<file path="config.mk">
export PLATFORM = sky130hd
export DESIGN_NAME = approx_mult_err_scanner
export DESIGN_NICKNAME = d
export VERILOG_FILES = /design/src/rtl/approx_mult_err_scanner.sv
export SDC_FILE = /design/constraint.sdc
export NUM_CORES = 1
export LEC_CHECK = 0
export CAP_MARGIN = 20
export CORE_UTILIZATION = 58
export DETAILED_ROUTE_END_ITERATION = 10
export PLACE_DENSITY_LB_ADDON = 0.05
export REMOVE_ABC_BUFFERS = 1
export SLEW_MARGIN = 25
export SYNTH_ARGS = -nofsm -noshare
export SYNTH_HDL_FRONTEND = slang
export SYNTH_SLANG_ARGS = --single-unit
</file>
<file path="constraint.sdc">
create_clock -name clk -period 11.6 [get_ports clk]
set_input_delay 2.32 -clock clk [delete_from_list [all_inputs] [get_ports clk]]
set_output_delay 2.32 -clock clk [all_outputs]
set_load 0.01 [all_outputs]
</file>
<file path="src/rtl/approx_mult_err_scanner.sv">
// Exhaustive error scanner for an external approximate N x N multiplier.
// Sweeps every (a, b) pair, compares the returned product against the exact
// product and accumulates correct/error counts, summed and maximum error distance.
module approx_mult_err_scanner #(
  parameter int N   = 8,
  parameter int LAT = 0
) (
  input  logic             clk,
  input  logic             rst_n,
  input  logic             start,
  input  logic             abort,
  output logic [N-1:0]     a_o,
  output logic [N-1:0]     b_o,
  input  logic [2*N-1:0]   y_i,
  output logic             busy,
  output logic             done,
  output logic [2*N:0]     correct_cnt,
  output logic [2*N:0]     err_cnt,
  output logic [4*N-1:0]   sum_ed,
  output logic [2*N-1:0]   max_ed
);

  typedef enum logic [1:0] {S_IDLE, S_RUN, S_DRAIN, S_DONE} state_t;

  state_t           state_q, state_d;
  logic             clear;
  logic             flush;
  logic [2*N-1:0]   idx_q, idx_d;

  // Pair currently presented to the external multiplier
  logic             pres_v;
  logic             pres_last;

  // Pair whose product is on y_i this cycle (after LAT stages)
  logic             tap_v;
  logic             tap_last;
  logic [2*N-1:0]   tap_ab;

  // Capture stage: product plus the operands it belongs to
  logic             cap_v_q;
  logic             cap_last_q;
  logic [2*N-1:0]   cap_ab_q;
  logic [2*N-1:0]   cap_y_q;

  logic [2*N-1:0]   exact;
  logic [2*N-1:0]   ed;
  logic             upd;

  logic [2*N:0]     correct_q, correct_d;
  logic [2*N:0]     err_q, err_d;
  logic [4*N-1:0]   sum_q, sum_d;
  logic [2*N-1:0]   max_q, max_d;

  assign pres_v    = (state_q == S_RUN);
  assign pres_last = pres_v && (idx_q == '1);
  assign a_o       = pres_v ? idx_q[2*N-1:N] : '0;
  assign b_o       = pres_v ? idx_q[N-1:0]   : '0;
  assign busy      = (state_q == S_RUN) || (state_q == S_DRAIN);
  assign done      = (state_q == S_DONE);
  assign flush     = abort && busy;

  // Next-state logic; abort wins over normal progress while busy
  always_comb begin
    state_d = state_q;
    clear   = 1'b0;
    unique case (state_q)
      S_IDLE: begin
        if (start) begin
          state_d = S_RUN;
          clear   = 1'b1;
        end
      end
      S_RUN: begin
        if (abort)              state_d = S_IDLE;
        else if (idx_q == '1)   state_d = S_DRAIN;
      end
      S_DRAIN: begin
        if (abort)                       state_d = S_IDLE;
        else if (cap_v_q && cap_last_q)  state_d = S_DONE;
      end
      S_DONE: begin
        if (start) begin
          state_d = S_RUN;
          clear   = 1'b1;
        end else begin
          state_d = S_IDLE;
        end
      end
      default: state_d = S_IDLE;
    endcase
  end

  // State and pair index registers
  always_ff @(posedge clk or negedge rst_n) begin
    if (!rst_n) begin
      state_q <= S_IDLE;
      idx_q   <= '0;
    end else begin
      state_q <= state_d;
      idx_q   <= idx_d;
    end
  end

  // Pair index: cleared on start, advances once per RUN cycle
  always_comb begin
    idx_d = idx_q;
    if (clear)       idx_d = '0;
    else if (pres_v) idx_d = idx_q + 1'b1;
  end

  // Operand delay line matching the external multiplier latency
  generate
    if (LAT == 0) begin : g_nodl
      assign tap_v    = pres_v;
      assign tap_last = pres_last;
      assign tap_ab   = pres_v ? idx_q : '0;
    end else begin : g_dl
      logic           dl_v_q    [LAT];
      logic           dl_last_q [LAT];
      logic [2*N-1:0] dl_ab_q   [LAT];

      // Shift presented pairs down the line; abort drops everything in flight
      always_ff @(posedge clk or negedge rst_n) begin
        if (!rst_n) begin
          for (int unsigned i = 0; i < LAT; i++) begin
            dl_v_q[i]    <= 1'b0;
            dl_last_q[i] <= 1'b0;
            dl_ab_q[i]   <= '0;
          end
        end else begin
          dl_v_q[0]    <= pres_v && !flush;
          dl_last_q[0] <= pres_last;
          dl_ab_q[0]   <= idx_q;
          for (int unsigned i = 1; i < LAT; i++) begin
            dl_v_q[i]    <= dl_v_q[i-1] && !flush;
            dl_last_q[i] <= dl_last_q[i-1];
            dl_ab_q[i]   <= dl_ab_q[i-1];
          end
        end
      end

      assign tap_v    = dl_v_q[LAT-1];
      assign tap_last = dl_last_q[LAT-1];
      assign tap_ab   = dl_ab_q[LAT-1];
    end
  endgenerate

  // Capture the returned product together with its operands
  always_ff @(posedge clk or negedge rst_n) begin
    if (!rst_n) begin
      cap_v_q    <= 1'b0;
      cap_last_q <= 1'b0;
      cap_ab_q   <= '0;
      cap_y_q    <= '0;
    end else begin
      cap_v_q    <= tap_v && !flush;
      cap_last_q <= tap_last;
      cap_ab_q   <= tap_ab;
      cap_y_q    <= y_i;
    end
  end

  // Exact product and error distance of the captured pair
  always_comb begin
    exact = {{N{1'b0}}, cap_ab_q[2*N-1:N]} * {{N{1'b0}}, cap_ab_q[N-1:0]};
    ed    = (cap_y_q >= exact) ? (cap_y_q - exact) : (exact - cap_y_q);
    upd   = cap_v_q && !flush;
  end

  // Statistics next-state: cleared on start, accumulate on each captured pair
  always_comb begin
    correct_d = correct_q;
    err_d     = err_q;
    sum_d     = sum_q;
    max_d     = max_q;
    if (clear) begin
      correct_d = '0;
      err_d     = '0;
      sum_d     = '0;
      max_d     = '0;
    end else if (upd) begin
      if (ed == '0) begin
        correct_d = correct_q + (2*N+1)'(1);
      end else begin
        err_d = err_q + (2*N+1)'(1);
        sum_d = sum_q + {{(2*N){1'b0}}, ed};
        if (ed > max_q) max_d = ed;
      end
    end
  end

  // Statistics registers
  always_ff @(posedge clk or negedge rst_n) begin
    if (!rst_n) begin
      correct_q <= '0;
      err_q     <= '0;
      sum_q     <= '0;
      max_q     <= '0;
    end else begin
      correct_q <= correct_d;
      err_q     <= err_d;
      sum_q     <= sum_d;
      max_q     <= max_d;
    end
  end

  assign correct_cnt = correct_q;
  assign err_cnt     = err_q;
  assign sum_ed      = sum_q;
  assign max_ed      = max_q;

endmodule

</file>
==> run_results.csv <==
group,metric,value,unit
detailed_routing,detail_route.wl_per_cell,16.6,um
yosys,synth.avg_cell_area,9.02,sq um
setup_path,slowest_stage,"sky130_fd_sc_hd__fa_1",
yosys,synth_common_cells,"134 x sky130_fd_sc_hd__dfrtp_1, 120 x sky130_fd_sc_hd__inv_1, 108 x sky130_fd_sc_hd__ha_1, 100 x sky130_fd_sc_hd__nand2_1, 74 x sky130_fd_sc_hd__and2_1",
timing,max_slew.worst_pin.slew,0.818,ns
setup_path,worstPathMaxFanout,8,
global_routing,top_usage_layer,"met2",
yosys,synth_async_reset_ratio,1.00,
detailed_routing,drt-total-wl,25200,um
global_routing,number_of_antenna_violations_at_the_first_check_in_global_routing,3,
clock_tree,path_clk_slew,0.06,ns
clock_tree,clk_root_buffer_cell,"sky130_fd_sc_hd__clkbuf_16",
global_routing,grt_pass1_vias,8400,
setup_path,wp_data_required,11.95,ns
yosys,synth_ff_type,"sky130_fd_sc_hd__dfrtp_1",
timing,final-hold-violation-count,0,
global_routing,met1_usage,0.384,
die,fp.coreArea,0.0179,sq mm
detailed_routing,detail_route.vias_per_cell,5.74,
final_layout,final_layout_size_suffix_gt1_frac,0.0458,
yosys,synth.largest_area_cell,"sky130_fd_sc_hd__dfrtp_1",
detailed_routing,dr.first_iter.drc_count,509,
job,maxCapViolCount,0,
setup_path,critical_path_arrival,9.97,ns
yosys,synth_top_area_frac,0.317,
clock_tree,cts_hold_buf,0,
clock_tree,post_cts_setup_buffers,0,
setup_path,worst_path_largest_cell_delay,0.55,ns
die,die_width,137,um
timing,clock_skew,0.0115,ns
pwr,power.density,152,mW/mm^2
clock_tree,clk-insertion-delay-late,0.43,ns
detailed_routing,first_drt_pass_iteration_count,5,
placement,dp_slack,2.10,ns
timing,max_freq,0.104,GHz
timing,fin_hold_ws,0.552,ns
hold_path,hold_path.class,"flip-flop to flip-flop",
clock_tree,clk_path_buf_depth,2,
global_routing,all_layer_global_routing_usage,0.283,
die,fp.dieH,137,um
yosys,synth_top_cells_by_area,"sky130_fd_sc_hd__dfrtp_1 32%, sky130_fd_sc_hd__ha_1 13%, sky130_fd_sc_hd__fa_1 7.4%, sky130_fd_sc_hd__and2_1 4.4%, sky130_fd_sc_hd__inv_1 4.3%",
die,num_rows,49,
yosys,ys_warn_count,0,
timing,unrepaired_setup_endpoints_after_global_routing,"false",
die,floorplan.die_area,0.0188,sq mm
timing,max_slew_margin,0.454,
run_status,status,"complete, no violations",
timing,setup-violations-final,0,
yosys,syn-instance-count,1174,
clock_tree,h-tree-depth,4,
timing,drv_slew,0,
setup_path,critPathCaptureType,"flip-flop",
clock_tree,cts.sink_count,134,
global_routing,grtUsageMet3,0.0611,
timing,minimum_clock_period,9.62,ns
setup_path,critical_path.startpoint_type,"flip-flop",
placement,detailed_place_hpwl,18700,um
yosys,synth-edff-count,0,
clock_tree,cts_made_buffers,17,
yosys,syn_area,0.0106,sq mm
yosys,synth_cell_type_count,54,
timing,fin_setup_tns,0,ns
pwr,p_leak,5.94,nW
clock_tree,tritoncts,"done",
die,floorplan.io_pins,120,
yosys,yosysSeqAreaShare,0.317,
final_layout,final_net_count,1443,
setup_path,critPathMostFrequentCell,"sky130_fd_sc_hd__a21oi_1",
global_routing,met2_usage,0.455,
yosys,yosys_register_bits,134,
detailed_routing,dr_total_vias,8721,
global_routing,grt_remaining_overflow,0,
pwr,vdd_ir_drop_max,228,uV
detailed_routing,detailed_route_drc_error_count,0,
timing,timing.final.crit_share,0.829,
detailed_routing,detail-route-antenna-nets,0,
final_layout,fillerInstances,1419,
yosys,synth_most_common_cell,"sky130_fd_sc_hd__dfrtp_1",
die,start_util,0.592,
placement,finalWeightedCongestion,0.932,
global_routing,largest_net_degree_at_the_start_of_global_routing,80,
clock_tree,post_cts_resized,0,
setup_path,setup.worst_path.class,"flip-flop to flip-flop",
final_layout,area_growth_syn_to_layout,18.2,%
timing,worst_slack,1.98,ns
placement,port-buffer-count,119,
global_routing,grt_pass1_wl,41400,um
==> logic make-up after synthesis <==
| group | count (synthesis) | share of synthesized area |
|---|---|---|
| buffers and inverters | 162 | 0.0598 |
| XOR/XNOR | 66 | 0.0546 |
| AO/OA/AOI/OAI | 218 | 0.134 |
| multiplexers | 35 | 0.0339 |
| flip-flops | 134 | 0.317 |
| AND/OR/NAND/NOR | 412 | 0.200 |
| adder cells (fa/ha/maj) | 147 | 0.201 |
==> layout make-up <==
type / count / area [sq um] / share of cell area
clock buffer: 21 / 460 / 0.0368
inverter: 120 / 450 / 0.0360
clock inverter: 11 / 91.3 / 0.00730
antenna: 1 / 2.50 / 0.000200
timing repair buffer: 125 / 1240 / 0.0988
multi-input combinational: 878 / 6640 / 0.530
sequential: 134 / 3350 / 0.268
tap: 229 / 287 / 0.0229
==> critical path: cells and delay by family, from the launching register on <==
| family | cells | cell delay (ns) |
|---|---|---|
| buffers and inverters | 4 | 0.37 |
| AND/OR/NAND/NOR | 5 | 0.82 |
| flip-flops | 1 | 0.45 |
| multiplexers | 2 | 0.47 |
| XOR/XNOR | 2 | 0.37 |
| AO/OA/AOI/OAI | 17 | 4.09 |
| adder cells (fa/ha/maj) | 7 | 2.95 |
==> worst paths after layout <==
path,to,slack [ns],start,depth (start not counted)
worst max-delay path,sum_ed[22]$_DFFE_PN0P_,1.98,cap_ab_q[9]$_DFF_PN0_,37
worst min-delay path,max_ed[1]$_DFFE_PN0P_,0.55,max_ed[1]$_DFFE_PN0P_,2
worst max register to register,sum_ed[22]$_DFFE_PN0P_,1.98,cap_ab_q[9]$_DFF_PN0_,37
worst min register to register,max_ed[1]$_DFFE_PN0P_,0.55,max_ed[1]$_DFFE_PN0P_,2
max in group asynchronous,cap_ab_q[13]$_DFF_PN0_,8.42,rst_n,2
min in group asynchronous,sum_ed[7]$_DFFE_PN0P_,1.90,rst_n,1
==> report_power, final <==
part	leakage (nW)	internal [W]	switching, W	total [W]
sequential	1.78	0.000540	0.0000672	0.000607
clock	0.263	0.000289	0.000226	0.000515
combinational	3.90	0.000342	0.000435	0.000777
total	5.94	0.00117	0.000728	0.00190
==> routing by layer <==
layer / up-vias / wire length, um
met4: 4 / 365
li1: 4237 / -
met5: - / 27
met2: 238 / 11900
met1: 4207 / 11600
met3: 35 / 1280
==> flip-flops by register name (all words and copies together) (netlist names) <==
name	flops
max_ed	16
cap_y_q	16
correct_cnt	17
sum_ed	32
state_q	2
cap_v_q	1
cap_last_q	1
err_cnt	17
idx_q	16
cap_ab_q	16
==> metrics by stage <==
stage / cells / util / cell area (sq um) / power [W]
CTS: 1518 / 0.699 / 12500 / 0.00191
detailed placement: 1486 / 0.668 / 12000 / 0.00139
global route: 1518 / 0.699 / 12500 / 0.00203
floorplan: 1132 / - / 10400 / 0.00110
finish: 1519 / 0.699 / 12500 / 0.00190
global placement: 1486 / 0.668 / 12000 / 0.00137
==> cells in the final DEF (no fill, tap or decap), drive strengths merged, types with 11 or more instances in the layout <==
| cell type | count |
|---|---|
| a21o | 18 |
| a21oi | 67 |
| and2 | 74 |
| and3 | 15 |
| clkbuf | 21 |
| clkdlybuf4s50 | 118 |
| dfrtp | 134 |
| fa | 39 |
| ha | 108 |
| inv | 125 |
| mux2i | 28 |
| nand2 | 100 |
| nand2b | 23 |
| nand3 | 49 |
| nand4 | 19 |
| nor2 | 73 |
| nor3 | 13 |
| o211ai | 12 |
| o21ai | 40 |
| o31ai | 12 |
| o41ai | 11 |
| or3 | 12 |
| or4 | 15 |
| xnor2 | 40 |
| xor2 | 26 |
(Power assumes the default switching activity.)
